`config.mk`:
```
export PLATFORM = sky130hd
export DESIGN_NAME = breakout_game_ctrl_flat
export DESIGN_NICKNAME = d
export VERILOG_FILES = /design/src/rtl/breakout_game_ctrl_if.sv /design/src/rtl/breakout_game_ctrl.sv /design/src/flat_wrapper.sv
export SDC_FILE = /design/constraint.sdc
export NUM_CORES = 1
export LEC_CHECK = 0
export ABC_AREA = 1
export CORE_UTILIZATION = 47
export DETAILED_ROUTE_END_ITERATION = 8
export PLACE_DENSITY = 0.73
export SLEW_MARGIN = 0
export SYNTH_ARGS = -nofsm -noshare
export SYNTH_HDL_FRONTEND = slang
export SYNTH_SLANG_ARGS = --single-unit
export TNS_END_PERCENT = 50
```
`constraint.sdc`:
```
create_clock -name clock -period 3.05 [get_ports clock]
set_input_delay 0.61 -clock clock [delete_from_list [all_inputs] [get_ports clock]]
set_output_delay 0.61 -clock clock [all_outputs]
set_load 0.01 [all_outputs]
```
`src/rtl/breakout_game_ctrl_if.sv`:
```
// Signal bundle between the Breakout sequencer and its surroundings (vga row, game events,
// object strobes and score/status outputs read by the colour logic).
interface breakout_game_ctrl_if #(
  parameter int unsigned NUM_BRICKS = 12
) ();
  logic [8:0]            row;
  logic                  start_press;
  logic                  ball_miss;
  logic                  hit_valid;
  logic [4:0]            hit_id;
  logic                  paddle_step;
  logic                  ball_step;
  logic                  ball_serve;
  logic [NUM_BRICKS-1:0] brick_alive;
  logic [1:0]            lives;
  logic [7:0]            score;
  logic [2:0]            game_state;

  modport master (
    output row, start_press, ball_miss, hit_valid, hit_id,
    input  paddle_step, ball_step, ball_serve, brick_alive, lives, score, game_state
  );

  modport slave (
    input  row, start_press, ball_miss, hit_valid, hit_id,
    output paddle_step, ball_step, ball_serve, brick_alive, lives, score, game_state
  );
endinterface

```
`src/rtl/breakout_game_ctrl.sv`:
```
// Breakout game sequencer: per-frame tick, ordered paddle/ball strobes, game FSM, bricks/lives/score.
// Optional BREAKOUT_SPEEDUP_EN: a second ball_step per PLAY frame once score reaches 6.
module breakout_game_ctrl #(
  parameter int unsigned FRAME_ROW  = 480,
  parameter int unsigned BALL_GAP   = 4,
  parameter int unsigned LIVES      = 3,
  parameter int unsigned NUM_BRICKS = 12
) (
  input logic                 clock,
  input logic                 reset,
  breakout_game_ctrl_if.slave bus
);

  typedef enum logic [2:0] {
    StIdle  = 3'd0,
    StServe = 3'd1,
    StPlay  = 3'd2,
    StMiss  = 3'd3,
    StOver  = 3'd4,
    StWin   = 3'd5
  } state_e;

  localparam int unsigned GapW = $clog2(BALL_GAP + 1);

  state_e                state_q, state_d;
  logic [8:0]            row_q;
  logic                  frame_start;
  logic                  paddle_q, paddle_d;
  logic                  ball_q, ball_d;
  logic                  serve_q, serve_d;
  logic [GapW-1:0]       gap_q, gap_d;
  logic [NUM_BRICKS-1:0] mask_q, mask_d, hit_bits;
  logic [1:0]            lives_q, lives_d;
  logic [7:0]            score_q, score_d;
`ifdef BREAKOUT_SPEEDUP_EN
  logic                  second_q, second_d;
`endif

  function automatic logic [NUM_BRICKS-1:0] id_to_bit(input logic [4:0] id);
    logic [NUM_BRICKS-1:0] b;
    b = '0;
    if (id >= 5'd1 && id <= 5'd6) begin
      b = NUM_BRICKS'(1) << (id - 5'd1);
    end else if (id >= 5'd8 && id <= 5'd13) begin
      b = NUM_BRICKS'(1) << (id - 5'd2);
    end
    return b;
  endfunction

  assign frame_start = (bus.row == 9'(FRAME_ROW)) && (row_q != 9'(FRAME_ROW));
  assign hit_bits    = id_to_bit(bus.hit_id) & mask_q;

  always_comb begin
    paddle_d = frame_start && (state_q inside {StServe, StPlay, StMiss});
    ball_d   = (gap_q == GapW'(1)) && (state_q == StPlay);
    gap_d    = gap_q;
`ifdef BREAKOUT_SPEEDUP_EN
    second_d = second_q;
`endif
    if (paddle_d) begin
      gap_d = GapW'(BALL_GAP);
`ifdef BREAKOUT_SPEEDUP_EN
      second_d = 1'b0;
`endif
    end else if (gap_q != '0) begin
      gap_d = gap_q - GapW'(1);
    end
`ifdef BREAKOUT_SPEEDUP_EN
    // Re-arm the gap counter once for the second ball step of a fast frame.
    if (ball_d && !second_q && (score_q >= 8'd6)) begin
      gap_d    = GapW'(BALL_GAP);
      second_d = 1'b1;
    end
`endif
  end

  always_comb begin
    state_d = state_q;
    mask_d  = mask_q;
    lives_d = lives_q;
    score_d = score_q;
    serve_d = 1'b0;
    unique case (state_q)
      StIdle: begin
        if (bus.start_press) begin
          state_d = StServe;
          serve_d = 1'b1;
        end
      end
      StServe: begin
        if (frame_start) state_d = StPlay;
      end
      StPlay: begin
        if (bus.hit_valid && (hit_bits != '0)) begin
          mask_d = mask_q & ~hit_bits;
          if (score_q != 8'hFF) score_d = score_q + 8'd1;
        end
        // Clearing the last brick wins even if the ball was missed in the same cycle.
        if (mask_d == '0) begin
          state_d = StWin;
        end else if (bus.ball_miss) begin
          state_d = StMiss;
          if (lives_q != 2'd0) lives_d = lives_q - 2'd1;
        end
      end
      StMiss: begin
        if (lives_q == 2'd0) begin
          state_d = StOver;
        end else if (bus.start_press) begin
          state_d = StServe;
          serve_d = 1'b1;
        end
      end
      StOver, StWin: begin
        if (bus.start_press) begin
          state_d = StServe;
          serve_d = 1'b1;
          mask_d  = '1;
          lives_d = 2'(LIVES);
          score_d = 8'd0;
        end
      end
      default: state_d = StIdle;
    endcase
  end

  always_ff @(posedge clock) begin
    // Row keeps tracking through reset so a reset inside blanking cannot fake a new frame.
    row_q <= bus.row;
    if (reset) begin
      state_q  <= StIdle;
      paddle_q <= 1'b0;
      ball_q   <= 1'b0;
      serve_q  <= 1'b0;
      gap_q    <= '0;
      mask_q   <= '1;
      lives_q  <= 2'(LIVES);
      score_q  <= 8'd0;
`ifdef BREAKOUT_SPEEDUP_EN
      second_q <= 1'b0;
`endif
    end else begin
      state_q  <= state_d;
      paddle_q <= paddle_d;
      ball_q   <= ball_d;
      serve_q  <= serve_d;
      gap_q    <= gap_d;
      mask_q   <= mask_d;
      lives_q  <= lives_d;
      score_q  <= score_d;
`ifdef BREAKOUT_SPEEDUP_EN
      second_q <= second_d;
`endif
    end
  end

  assign bus.paddle_step = paddle_q;
  assign bus.ball_step   = ball_q;
  assign bus.ball_serve  = serve_q;
  assign bus.brick_alive = mask_q;
  assign bus.lives       = lives_q;
  assign bus.score       = score_q;
  assign bus.game_state  = state_q;

endmodule

```
`src/flat_wrapper.sv`:
```
// flat-port wrapper written by rule: the top's interface ports become plain ports
module breakout_game_ctrl_flat 
#(
  parameter int unsigned FRAME_ROW  = 480,
  parameter int unsigned BALL_GAP   = 4,
  parameter int unsigned LIVES      = 3,
  parameter int unsigned NUM_BRICKS = 12
)
  (clock, reset, bus_row, bus_start_press, bus_ball_miss, bus_hit_valid, bus_hit_id, bus_paddle_step, bus_ball_step, bus_ball_serve, bus_brick_alive, bus_lives, bus_score, bus_game_state);
  breakout_game_ctrl_if #(.NUM_BRICKS(NUM_BRICKS)) bus_i ();
  input logic clock;
  input logic reset;
  input wire logic [$bits(bus_i.row)-1:0] bus_row;
  input wire logic [$bits(bus_i.start_press)-1:0] bus_start_press;
  input wire logic [$bits(bus_i.ball_miss)-1:0] bus_ball_miss;
  input wire logic [$bits(bus_i.hit_valid)-1:0] bus_hit_valid;
  input wire logic [$bits(bus_i.hit_id)-1:0] bus_hit_id;
  output wire logic [$bits(bus_i.paddle_step)-1:0] bus_paddle_step;
  output wire logic [$bits(bus_i.ball_step)-1:0] bus_ball_step;
  output wire logic [$bits(bus_i.ball_serve)-1:0] bus_ball_serve;
  output wire logic [$bits(bus_i.brick_alive)-1:0] bus_brick_alive;
  output wire logic [$bits(bus_i.lives)-1:0] bus_lives;
  output wire logic [$bits(bus_i.score)-1:0] bus_score;
  output wire logic [$bits(bus_i.game_state)-1:0] bus_game_state;
  assign bus_i.row = bus_row;
  assign bus_i.start_press = bus_start_press;
  assign bus_i.ball_miss = bus_ball_miss;
  assign bus_i.hit_valid = bus_hit_valid;
  assign bus_i.hit_id = bus_hit_id;
  assign bus_paddle_step = bus_i.paddle_step;
  assign bus_ball_step = bus_i.ball_step;
  assign bus_ball_serve = bus_i.ball_serve;
  assign bus_brick_alive = bus_i.brick_alive;
  assign bus_lives = bus_i.lives;
  assign bus_score = bus_i.score;
  assign bus_game_state = bus_i.game_state;
  breakout_game_ctrl #(.FRAME_ROW(FRAME_ROW), .BALL_GAP(BALL_GAP), .LIVES(LIVES), .NUM_BRICKS(NUM_BRICKS)) u_core (.clock(clock), .reset(reset), .bus(bus_i));
endmodule
```
# == Word-level counts from Yosys, hierarchy flattened ==
# Cells that the tools add are included.
# totals
ff_bits,40
output_inout_bits,28
word_cells,89
# op_classes
add_sub_neg,5
order_cmp,4
eq_ne,17
shift,2
mux,26
bitwise_logic,3
reduce_logical,22
# op_table
operator,count
two-way mux 12 bit,5
bitwise AND 12 bit,2
two-way mux 8 bit,3
case mux 12 bit (2 select lines),1
<< shifter 1 x 5 -> 12 bit (first input constant),2
two-way mux 3 bit,7
case mux 8 bit (2 select lines),1
zero test 12 bit,1
!= test 2 bit (second input constant),6
inverter 12 bit,1
case mux 3 bit (4 select lines),1
nonzero test 12 bit,1
equality test 9 bit (second input constant),1
!= test 9 bit (second input constant),1
adder 8 x 1 -> 8 bit (second input constant),1
two-way mux 2 bit,4
!= test 8 bit (second input constant),1
equality test 3 x 1 -> 1 bit (second input constant),2
equality test 3 x 2 -> 1 bit (second input constant),2
equality test 3 bit (second input constant),2
logical AND 1 bit,6
nonzero test 2 bit,3
nonzero test 3 bit,2
greater-or-equal comparator 5 x 1 -> 1 bit (second input constant),1
other kinds (19),22

# == Depth between registers and ports, before layout ==
# Gate-level depths: netlist (run 1).
# logic_depth
depth_word,12
mapped_depth,24
mapped_depth_nobuf,22

# == Worst setup path before layout (run 1) ==
# OpenSTA, ideal clock, no wires.
# synth_timing
path_kind,input to register
startpoint,input port bus_hit_id[1]
endpoint,"register u_core.state_q[1], in the netlist u_core.bus.game_state[1]"
arrival_time_ns,2.597
t_required_ns,2.922
setup_slack_ns,0.326
cell_stages,24
path_buffers,2
path_cell_list,buf_6 inv_4 ha_1 inv_1 nand2_1 nand2_2 nand2_2 nor2_2 nand2_1 nand2_2 nand2_1 nand2_1 nor2_1 nand3_4 buf_6 nand3_1 nand2_1 nand2_1 nor2_2 nand3_2 nand3_1 inv_1 a21oi_2 nor2_1
# synth_between
elab_chain_len,12
word_cells_on_any_way,24
# synth_lines
element,line,source
"start, declared",flat_wrapper.sv:17,input wire logic [$bits(bus_i.hit_id)-1:0] bus_hit_id;
"subtractor 5 x 2 -> 5 bit, or another cell as far along",breakout_game_ctrl.sv:45,b = NUM_BRICKS'(1) << (id - 5'd2);
<< shifter 1 x 5 -> 12 bit or logical AND 1 bit (tied branches),"breakout_game_ctrl.sv:45, breakout_game_ctrl.sv:44",
two-way mux 12 bit,breakout_game_ctrl.sv:44,end else if (id >= 5'd8 && id <= 5'd13) begin
two-way mux 12 bit (*),breakout_game_ctrl.sv:42,if (id >= 5'd1 && id <= 5'd6) begin
bitwise AND 12 bit (*),breakout_game_ctrl.sv:51,assign hit_bits = id_to_bit(bus.hit_id) & mask_q;
nonzero test 12 bit or inverter 12 bit (tied branches),"breakout_game_ctrl.sv:94, breakout_game_ctrl.sv:95",
logical AND 1 bit or bitwise AND 12 bit (tied branches),"breakout_game_ctrl.sv:94, breakout_game_ctrl.sv:95",
two-way mux 12 bit (*),breakout_game_ctrl.sv:94,if (bus.hit_valid && (hit_bits != '0)) begin
two-way mux 12 bit (*),breakout_game_ctrl.sv:83,unique case (state_q)
zero test 12 bit (*),breakout_game_ctrl.sv:99,if (mask_d == '0) begin
two-way mux 3 bit or != test 3 bit (tied branches),-,
case mux 3 bit (4 select lines) or AND reduction 2 bit (tied branches),-,
"end signal, assigned",breakout_game_ctrl.sv:131,state_q <= StIdle;
"end signal, assigned",breakout_game_ctrl.sv:143,state_q <= state_d;
"end, declared",breakout_game_ctrl.sv:25,"state_e state_q, state_d;"
# Every way passes the cells marked *; elsewhere a longest branch is shown, timed or not. The select of a mux whose other input is x is not followed.
# A chain may end at the register's enable or synchronous reset.

# == Final worst setup path (run 1) ==
# layout_timing
startpoint,input port bus_hit_id[3]
endpoint,"register u_core.state_q[1], in the netlist u_core.bus.game_state[1]"
# The elaborated chain is that of the path after synthesis.

==> reports/qor.txt, run 1 <==
==================================================================================================
Status                                                                                finished clean
Sum Neg Setup Slack                                                                           0 ps
Type of element launching the critical path                                              input pin
Count of input and output buffers                                                               46
Initial cell density of the core                                                             48.8%
Sum of overflow across all layers after global routing                                           0
Total of endpoints with negative setup slack in the final report                                 0
Mapped Nets                                                                                    391
First-pass iteration count of the detailed router                                                4
Post-route clock period utilization                                                          94.1%
CTS tree                                                                                       yes
Final Slew Violations                                                                            0
Unrepaired setup endpoints after global routing                                                 no
YS warnings                                                                                      0
Clock buffers created by TritonCTS                                                               5
Fraction of final layout cells with drive strength greater than 1                            24.4%
Most frequent standard cell in the layout excluding fill and tap cells                     nand2_1
Die Footprint                                                                         0.00556 sq mm
Global-route wire length before repair                                                     9.86 mm
Maximum number of pins on one net before global-route repair                                    25
Worst-margin pin slew                                                                       685 ps
Number of antenna violations at the first check in global routing                                0
Average instance area after synthesis                                                   6.84 sq um
Cell Area, Synth                                                                      0.00248 sq mm
Placement Setup Slack                                                                      -406 ps
Total global routing track utilization                                                       22.8%
ANT nets after route                                                                             0
Post-layout minimum cycle time                                                             2870 ps
Register area                                                                            801 sq um
Clock transition time at the flip-flop clock pins of the worst setup and hold paths          80 ps
Clock network latency to the later pin of the worst-skew pair                               290 ps
Areal power density over the cells                                                     603 mW/mm^2
Count of standard-cell rows                                                                     26
Setup CP Type                                                                            in -> reg
Util after Layout                                                                            69.4%
Share of flip-flops with an asynchronous set or reset                                           0%
Fill cell instance count of the final layout                                                   446
Static Leak                                                                                1.67 nW
Cell type with the highest aggregate area in the netlist                                   dfxtp_1
Net count of the finished layout                                                               474
IO Pins                                                                                         47
Wire length after detailed routing                                                         6.15 mm
# DRC                                                                                            0
Clock buffer depth                                                                               2
Y dimension of the die                                                                74.6 microns
Ranking of synthesized cells by area                                                  dfxtp_1, nand2_1, nand3_1
Top library cells by usage in the layout, fill and taps aside                         nand2_1, clkdlybuf4s50_1, dfxtp_1
Hold slack final                                                                            498 ps
Placeable core region                                                                 0.00507 sq mm
Area added between synthesis and finish                                                      42.2%
Antenna diodes                                                                                   0
Most used flip-flop cell after synthesis                                                   dfxtp_1
Via density per instance                                                                      5.03
Hold/Removal Path Class                                                                 reg -> reg
H-Tree Depth                                                                                     2
Count of flip-flops with a built-in enable after synthesis                                       0
Crit. End Element                                                                        flip-flop
Clock tree root driver cell                                                               clkbuf_8
Worst Slack Setup Final                                                                     181 ps
Die Span X                                                                            74.6 microns
Share of the synthesized area in the top cell type                                           32.3%
# Max-Cap Violations                                                                             0
Vias in the first global route                                                               2,306
Wire per inst                                                                         11.9 microns
Synthesized instance count                                                                     362
Peak clock frequency supported by timing                                                 0.349 GHz
Multi-input logic area                                                                0.00159 sq mm
Vias after detailed routing                                                                  2,594
Worst-path maximum fanout                                                                        8
Slew Limit Headroom                                                                          54.3%
Sequential element share of the synthesized area                                             32.3%
Data required, critical path                                                               3220 ps
Arrival time of data at the critical path endpoint                                         3040 ps
Layout Skew                                                                                10.6 ps
VDD IR-drop max                                                                           0.464 mV
CTS sink cnt                                                                                    40
Final weighted congestion of routability-driven global placement                             0.965
Final number of hold-violating endpoints                                                         0
DRC marker count from the first detailed-route iteration                                       150
Number of distinct standard cells referenced by the synthesized netlist                         40
Half-perimeter wire length after detailed placement                                        4.49 mm
Total of flip-flops plus latches after synthesis                                                40
==================================================================================================
power by group:
group / total [mW] / leakage, nW / internal [mW] / switching (mW)
Sequential: 0.763 / 0.329 / 0.640 / 0.123
Combinational: 0.993 / 1.30 / 0.509 / 0.483
Clock: 0.367 / 0.0455 / 0.185 / 0.182
Total: 2.12 / 1.67 / 1.33 / 0.789
synth_stat cells, types with 2 or more instances:
cell type,number
nand2_1,91
nand3_1,41
dfxtp_1,40
inv_1,37
nor2_1,31
a21oi_1,21
a211o_1,12
ha_1,10
nand2_2,8
nor3_1,8
nor2_2,7
o21ai_0,7
inv_2,6
clkbuf_1,4
buf_6,3
nand3_2,3
o21ai_1,3
and2_1,2
inv_4,2
nand2_4,2
nand4_1,2
nor2_4,2
nor4_1,2
xor2_1,2
metal layers:
layer | wire length [microns] | track usage [%] | vias up
met5 | 0 | 0 | -
li1 | - | - | 1345
met3 | 297 | 4.20 | 6
met2 | 3000 | 37.9 | 64
met4 | 52 | 8.18 | 0
met1 | 2800 | 29.4 | 1179
sequential cells by signal, summed over array words and instances (netlist names):
| name | cells |
|---|---|
| u_core.bus.brick_alive | 12 |
| u_core.bus.ball_step | 1 |
| u_core.bus.game_state | 3 |
| u_core.bus.ball_serve | 1 |
| u_core.row_q | 9 |
| u_core.bus.paddle_step | 1 |
| u_core.gap_q | 3 |
| u_core.bus.lives | 2 |
| u_core.bus.score | 8 |
metrics by stage:
step           cell area [sq um]  power (mW)  std cells
4_1_cts                     3330        2.07        511
2_1_floorplan               2480        1.28        362
3_5_place_dp                3230        1.69        503
5_1_grt                     3520        2.29        516
3_3_place_gp                3230        1.68        503
6_report                    3520        2.12        516
logic make-up (layout without fill, tap and decap cells):
kind of cell,count (synthesis),in the layout,synth area share (%)
compound gates,51,51,13.4
fa+ha+maj,10,10,5.05
xor+xnor,2,2,0.708
simple gates,204,205,38.9
buf+inv,55,138,9.60
flops,40,40,32.3
repair_timing:
action / 4_1_cts / 5_1_grt
gates resized for setup: 3 / 38
hold buffers: 0 / 0
endpoints found under the setup margin: 6 / 16
pin swaps: 0 / 14
gates cloned: 0 / 2
buffers inserted: 0 / 3
critical path, stage by stage:
cell             delay [ps]
clkdlybuf4s50_1         460
nor2_1                  230
nand2_2                 120
a21oi_4                 270
nand3_2                 100
nand2_1                 100
nand2_1                  70
nand2_2                  80
nor2_4                   50
nand3_4                 120
nand3_1                  80
nand2_1                 110
nand2_1                  80
nor2_2                  160
nand3_2                 100
nand2_1                  70
nand2_1                  60
a21oi_2                 110
nor2_1                   40
worst paths after layout:
check | startpoint | to | slack [ps] | cells past startpoint
worst max-delay path | bus_hit_id[3] | u_core.bus.game_state[1] | 180 | 19
worst min-delay path | u_core.bus.lives[1] | u_core.bus.lives[1] | 500 | 2
worst max register to register | u_core.bus.game_state[0] | u_core.bus.brick_alive[4] | 1050 | 7
worst min register to register | u_core.bus.lives[1] | u_core.bus.lives[1] | 500 | 2
final cells by class:
type	count	area share, %
sequential	40	22.7
timing repair buffer	84	22.1
multi-input combinational	268	45.0
tap	70	2.49
inverter	46	5.04
clock buffer	8	2.56
Note: power is estimated with default switching activity, not from simulation.
==> run 2, diff against run 1 <==
Settings changed: ABC_CLOCK_PERIOD_IN_PS set to 3050, DONT_BUFFER_PORTS set to 1, PLACE_DENSITY 0.73 to not set.
==> reports/qor.txt, run 2 (synthesis gave the netlist of run 1 again) <==
==================================================================================================
Total placed instance area                                                            0.00251 sq mm   -22%
Placeable core region                                                                 0.00507 sq mm   unchanged
Slew Limit Headroom                                                                          55.1%   +0.86 points
Vias after detailed routing                                                                  2,171   -16%
Number of resized instances in the post-cts repair step                                          0   -3
Worst reg2reg startpoint                                                              u_core.bus.game_state[0]
Data required, critical path                                                               3230 ps   about the same
Post-route clock period utilization                                                          86.4%   -7.7 points
Maximum number of pins on one net before global-route repair                                    25   unchanged
Total of endpoints with negative setup slack in the final report                                 0   unchanged
VDD IR-drop max                                                                           0.415 mV   -11%
CTS tree                                                                                       yes
Final weighted congestion of routability-driven global placement                             0.839   -13%
Fill cell instance count of the final layout                                                   533   +20%
Area added between synthesis and finish                                                      5.76%
Layout Skew                                                                                8.07 ps   -2.49 ps
Type of element launching the critical path                                              input pin
Cts hold-fix bufs                                                                                0   unchanged
Clock buffers created by TritonCTS                                                               5   unchanged
Placement Setup Slack                                                                       107 ps   +513 ps
H-Tree Depth                                                                                     2   unchanged
Gate family responsible for the most delay along the worst path                       simple AND/OR/NAND/NOR gates
Wire per inst                                                                         11.8 microns   -1.3%
Via density per instance                                                                      5.03   about the same
Global-route met1 utilization                                                                25.1%   -4.3 points
Antenna diodes                                                                                   0   unchanged
Die Footprint                                                                         0.00556 sq mm   unchanged
Number of flip-flops under the largest register name                                            12   unchanged
Total global routing track utilization                                                       19.5%   -3.3 points
Die Span X                                                                            74.6 microns   unchanged
# Max-Cap Violations                                                                             0   unchanged
Most frequent standard cell in the layout excluding fill and tap cells                     nand2_1
Sum of overflow across all layers after global routing                                           0   unchanged
Peak clock frequency supported by timing                                                 0.380 GHz   +8.9%
Number of antenna violations at the first check in global routing                                0   unchanged
Final number of hold-violating endpoints                                                         0   unchanged
DRC marker count from the first detailed-route iteration                                       129   -14%
Post-layout minimum cycle time                                                             2630 ps   -235 ps
Met3 track demand over resource in global routing                                            6.10%   +1.9 points
Met2 usage in global routing                                                                 30.5%   -7.4 points
Count of standard-cell rows                                                                     26   unchanged
Maximum single-stage delay on the critical path                                             260 ps   -200 ps
Worst Slack Setup Final                                                                     416 ps   +235 ps
Post-Layout Inst Area                                                                 0.00262 sq mm   -26%
First-pass iteration count of the detailed router                                                4   unchanged
Sum Neg Setup Slack                                                                           0 ps   unchanged
Cell with the biggest individual delay on the critical path                                   ha_1
Y dimension of the die                                                                74.6 microns   unchanged
Clock transition time at the flip-flop clock pins of the worst setup and hold paths          80 ps   about the same
Final Slew Violations                                                                            0   unchanged
Net count of the finished layout                                                               390   -18%
ANT nets after route                                                                             0   unchanged
Hold slack final                                                                            338 ps   -159 ps
Status                                                                                finished clean
Worst-margin pin slew                                                                       672 ps   -12.8 ps
Crit. End Element                                                                        flip-flop
Setup CP Type                                                                            in -> reg
Hold/Removal Path Class                                                                  in -> reg
Clock network latency to the later pin of the worst-skew pair                               290 ps   about the same
Count of input and output buffers                                                                0   -100%
Worst Min Path Start                                                                    bus_row[4]
# DRC                                                                                            0   unchanged
IO Pins                                                                                         47   unchanged
CP Launch Point                                                                       bus_hit_id[2]
Worst-path maximum fanout                                                                       13   +5
Crit path top cell by count                                                                nand2_1
Clock buffer depth                                                                               2   unchanged
Initial cell density of the core                                                             48.8%   unchanged
Worst Path Buf+Inv                                                                               1   unchanged
Post-CTS Repair Setup Buffers                                                                    0   unchanged
Areal power density over the cells                                                     682 mW/mm^2   +13%
Gr busiest metal                                                                              met2
Static Leak                                                                                1.25 nW   -25%
Series of cell instances along the critical path                                      inv_1 -> ha_1 -> nand2_1 -> nand2_2 -> nand2_2 -> nor2_2 -> nand3_1 -> nand2_1 -> nand2_1 -> nand2_1 -> nor2_1 -> nand3_4 -> nand2_1 -> o21ai_1 -> nand2_2 -> nor2_2 -> nand3_1 -> nor3_1 -> nor3_2
Arrival time of data at the critical path endpoint                                         2820 ps   -220 ps
CTS sink cnt                                                                                    40   unchanged
Unrepaired setup endpoints after global routing                                                 no
Vias in the first global route                                                               1,908   -17%
Wire length after detailed routing                                                         5.08 mm   -17%
Global-route wire length before repair                                                     8.25 mm   -16%
Clock tree root driver cell                                                               clkbuf_8
Top library cells by usage in the layout, fill and taps aside                         nand2_1, nand3_1, dfxtp_1
Fraction of final layout cells with drive strength greater than 1                            12.4%   -12 points
Half-perimeter wire length after detailed placement                                        4.02 mm   -10%
Util after Layout                                                                            51.6%   -18 points
==================================================================================================
run 2: where the power goes:
| part | total, mW | internal, mW | leakage [nW] | switching, mW |
|---|---|---|---|---|
| sequential | 0.811 | 0.640 | 0.329 | 0.171 |
| combinational | 0.551 | 0.226 | 0.869 | 0.325 |
| clock | 0.423 | 0.243 | 0.0552 | 0.180 |
| total | 1.79 | 1.11 | 1.25 | 0.676 |
run 2: final timing paths:
check | endpoint | slack (ps) | cells past startpoint
setup reg to reg | u_core.bus.brick_alive[9] | 1080 | 7
hold / removal | u_core.row_q[4] | 340 | 0
hold reg to reg | u_core.gap_q[1] | 510 | 2
setup / recovery | u_core.bus.score[7] | 420 | 19
run 2: metal layers:
layer | wire length, microns | part of all wire [%]
met5 | 0 | 0
met4 | 63 | 1.2
met3 | 283 | 5.6
met1 | 2410 | 47
met2 | 2330 | 46
run 2: final cells by class:
| class | instances | area, sq um | area share, % |
|---|---|---|---|
| Multi-Input combinational cell | 267 | 1440 | 54.9 |
| Sequential cell | 40 | 801 | 30.6 |
| Inverter | 46 | 178 | 6.78 |
| Tap cell | 70 | 87.6 | 3.34 |
| Clock buffer | 6 | 72.6 | 2.77 |
| Clock inverter | 2 | 35.0 | 1.34 |
| Timing Repair Buffer | 1 | 7.51 | 0.287 |
run 2: per-stage QoR:
stage | instances | total power, mW
floorplan | 362 | 1.28
global placement | 424 | 1.38
detailed placement | 424 | 1.38
CTS | 432 | 1.81
global route | 432 | 1.93
finish | 432 | 1.79
==> run 3, diff against run 2 <==
Settings changed: ABC_AREA 1 to not set, CAP_MARGIN set to 10, TNS_END_PERCENT 50 to not set.
==> reports/qor.txt, run 3 <==
==================================================================================================
Setup CP Type                                                                            in -> reg
Clock network latency to the later pin of the worst-skew pair                               290 ps   about the same
Total of flip-flops plus latches after synthesis                                                40   unchanged
Largest family of logic cells by synthesized area                                     simple AND/OR/NAND/NOR gates
Half-perimeter wire length after detailed placement                                        4.57 mm   +14%
Series of cell instances along the critical path                                      inv_1 -> ha_1 -> a21boi_0 -> a2111oi_1 -> buf_4 -> a2bb2o_1 -> a2111o_2 -> o21ai_2 -> buf_4 -> o21ai_0 -> a21oi_1
Crit path top cell by count                                                                  buf_4
Post-layout minimum cycle time                                                             2770 ps   +134 ps
Share of the synthesized area in the top cell type                                           33.8%   +1.5 points
Static Leak                                                                               0.973 nW   -22%
Worst Path Buf+Inv                                                                               3   +2
Maximum number of pins on one net before global-route repair                                    22   -12%
Arrival time of data at the critical path endpoint                                         2990 ps   +170 ps
Hold/Removal Path Class                                                                  in -> reg
Sum Neg Setup Slack                                                                           0 ps   unchanged
Top library cells by usage in the layout, fill and taps aside                         dfxtp_1, nor2_1, buf_4
Mux contribution to synthesized area                                                         2.59%   +2.6 points
Mapped Nets                                                                                    314   -20%
Count of standard-cell rows                                                                     25   -3.8%
Slew Limit Headroom                                                                          52.0%   -3.1 points
Layout Skew                                                                                10.1 ps   +2.05 ps
Number of distinct standard cells referenced by the synthesized netlist                         60   +50%
Data required, critical path                                                               3270 ps   +40 ps
Sequential element share of the synthesized area                                             33.8%   +1.5 points
Cell type with the highest aggregate area in the netlist                                   dfxtp_1
Total global routing track utilization                                                       23.9%   +4.5 points
Initial cell density of the core                                                             49.5%   +0.70 points
Clock tree root driver cell                                                               clkbuf_8
Placement Setup Slack                                                                      16.2 ps   -90.5 ps
Crit. End Element                                                                        flip-flop
Cell with the biggest individual delay on the critical path                               a2111o_2
Number of flip-flops under the largest register name                                            12   unchanged
Post-route clock period utilization                                                          90.8%   +4.4 points
Path depth of the worst reg2reg path                                                             6   -1
Wire per inst                                                                         16.4 microns   +39%
Worst-path maximum fanout                                                                       16   +3
Unrepaired setup endpoints after global routing                                                 no
Number of antenna violations at the first check in global routing                                0   unchanged
# DRC                                                                                            0   unchanged
H-Tree Depth                                                                                     2   unchanged
Average instance area after synthesis                                                   8.31 sq um   +21%
Cell Area, Synth                                                                      0.00237 sq mm   -4.3%
IO Pins                                                                                         47   unchanged
Number of resized instances in the post-cts repair step                                          0   unchanged
Status                                                                                finished clean
Maximum single-stage delay on the critical path                                             530 ps   +270 ps
Area share of fa/ha/maj cells after synthesis                                                5.28%   +0.23 points
# Max-Cap Violations                                                                             0   unchanged
Die Span X                                                                            73.0 microns   -2.1%
Die Footprint                                                                         0.00533 sq mm   -4.2%
DRC marker count from the first detailed-route iteration                                       146   +13%
Synthesized instance count                                                                     285   -21%
Cts hold-fix bufs                                                                                0   unchanged
Final number of hold-violating endpoints                                                         0   unchanged
Count of input and output buffers                                                                0   unchanged
Post-synthesis compound-gate area fraction                                                   23.5%   +10 points
Number of cells on the critical path                                                            11   -8
Simple-gate portion of the synthesized area                                                  29.7%   -9.2 points
Net count of the finished layout                                                               328   -16%
Global-route wire length before repair                                                     9.86 mm   +20%
Clock buffers created by TritonCTS                                                               5   unchanged
Final Slew Violations                                                                            0   unchanged
Worst Slack Setup Final                                                                     282 ps   -134 ps
Worst-margin pin slew                                                                       711 ps   +38.5 ps
Vias in the first global route                                                               2,115   +11%
Sum of overflow across all layers after global routing                                           0   unchanged
Post-CTS Repair Setup Buffers                                                                    0   unchanged
Fraction of final layout cells with drive strength greater than 1                            13.0%   +0.61 points
Ranking of synthesized cells by area                                                  dfxtp_1, ha_1, a21oi_1
Most frequent standard cell in the layout excluding fill and tap cells                     dfxtp_1
Worst Hold Path Cells                                                                            0   unchanged
Clock buffer depth                                                                               2   unchanged
Count of flip-flops with a built-in enable after synthesis                                       0   unchanged
Antenna diodes                                                                                   0   unchanged
Wire length after detailed routing                                                         6.00 mm   +18%
Gate family responsible for the most delay along the worst path                       compound AO/OA/AOI/OAI gates
YS warnings                                                                                      0   unchanged
ANT nets after route                                                                             0   unchanged
Vias after detailed routing                                                                  2,209   +1.8%
Placeable core region                                                                 0.00479 sq mm   -5.7%
Y dimension of the die                                                                73.0 microns   -2.1%
Xor and xnor area share after synthesis                                                     0.370%   -0.34 points
CTS tree                                                                                       yes
Areal power density over the cells                                                     406 mW/mm^2   -40%
Area added between synthesis and finish                                                      10.6%
CTS sink cnt                                                                                    40   unchanged
Most common library cells after synthesis                                             dfxtp_1, nor2_1, nand2_1
First-pass iteration count of the detailed router                                                4   unchanged
Type of element launching the critical path                                              input pin
Share of flip-flops with an asynchronous set or reset                                           0%   unchanged
Via density per instance                                                                      6.04   +20%
Clock transition time at the flip-flop clock pins of the worst setup and hold paths          80 ps   about the same
VDD IR-drop max                                                                           0.266 mV   -36%
Total of endpoints with negative setup slack in the final report                                 0   unchanged
Most used flip-flop cell after synthesis                                                   dfxtp_1
Cell with the most instances after synthesis                                               dfxtp_1
Final weighted congestion of routability-driven global placement                             0.908   +8.2%
Peak clock frequency supported by timing                                                 0.361 GHz   -4.8%
==================================================================================================
[run 3: cell count changes in the layout (fill, tap and decap cells not counted), moves of 9 or more]
cell | before | now
a211o_1 | 12 | 1
nor2_1 | 31 | 22
nand3_1 | 41 | 7
nand2b_1 | 0 | 12
nand2_1 | 91 | 19
or3_1 | 0 | 9
buf_4 | 1 | 20
inv_1 | 37 | 12
[run 3: report_power, final]
| group | internal (mW) | switching, mW | leakage (nW) |
|---|---|---|---|
| clock network | 0.155 | 0.185 | 0.0400 |
| logic | 0.0793 | 0.0882 | 0.606 |
| registers | 0.542 | 0.0129 | 0.327 |
[run 3: path summary, 6_finish.rpt]
path / from / to / slack (ps)
worst max-delay path: bus_hit_id[1] / u_core.bus.score[0] / 280
worst min-delay path: bus_row[6] / u_core.row_q[6] / 350
worst max register to register: u_core.bus.game_state[1] / u_core.bus.score[7] / 750
worst min register to register: u_core.gap_q[2] / u_core.bus.ball_step / 470
[run 3: worst register-to-register path, cell delays in order (launching register included)]
cell and delay [ps]:
dfxtp_1 600, nor3b_1 490, nand2_1 200, nor3_1 270, a21oi_1 170, a2111o_1 430
o21ai_0 70
[run 3: cell type report]
cell class              instances  area, sq um
fillers                       463         2170
multi-input cells             220         1460
flip-flops and latches         40          801
repair buffers                 20          150
well taps                      67         83.8
clock buffers                   5         68.8
inverters                      12         45.0
clock inverters                 2         12.5
[run 3: stage by stage]
step	total power, mW	area [sq um]	hold slack, ps	instances	utilization [%]
after detailed placement	0.733	2540	472	359	53.0
final	1.06	2620	348	366	54.7
after global placement	0.734	2540	475	359	53.0
after global routing	1.12	2620	329	366	54.7
after CTS	1.08	2620	335	366	54.7
after floorplan	0.699	2370	451	285	-
[run 3: cells by family after synthesis]
logic type | count (synthesis)
buffers and inverters | 25
adder cells (fa/ha/maj) | 10
AND/OR/NAND/NOR | 124
flip-flops | 40
multiplexers | 6
XOR/XNOR | 1
AO/OA/AOI/OAI | 79
[run 3: layer usage]
metal  vias up  part of all wire, %  global-route usage (%)
li1       1098                    -                       -
met1      1018                   46                    31.6
met2        84                   45                    38.0
met3         9                  7.8                    6.35
met4         0                  1.2                    7.41
met5         -                    0                       0
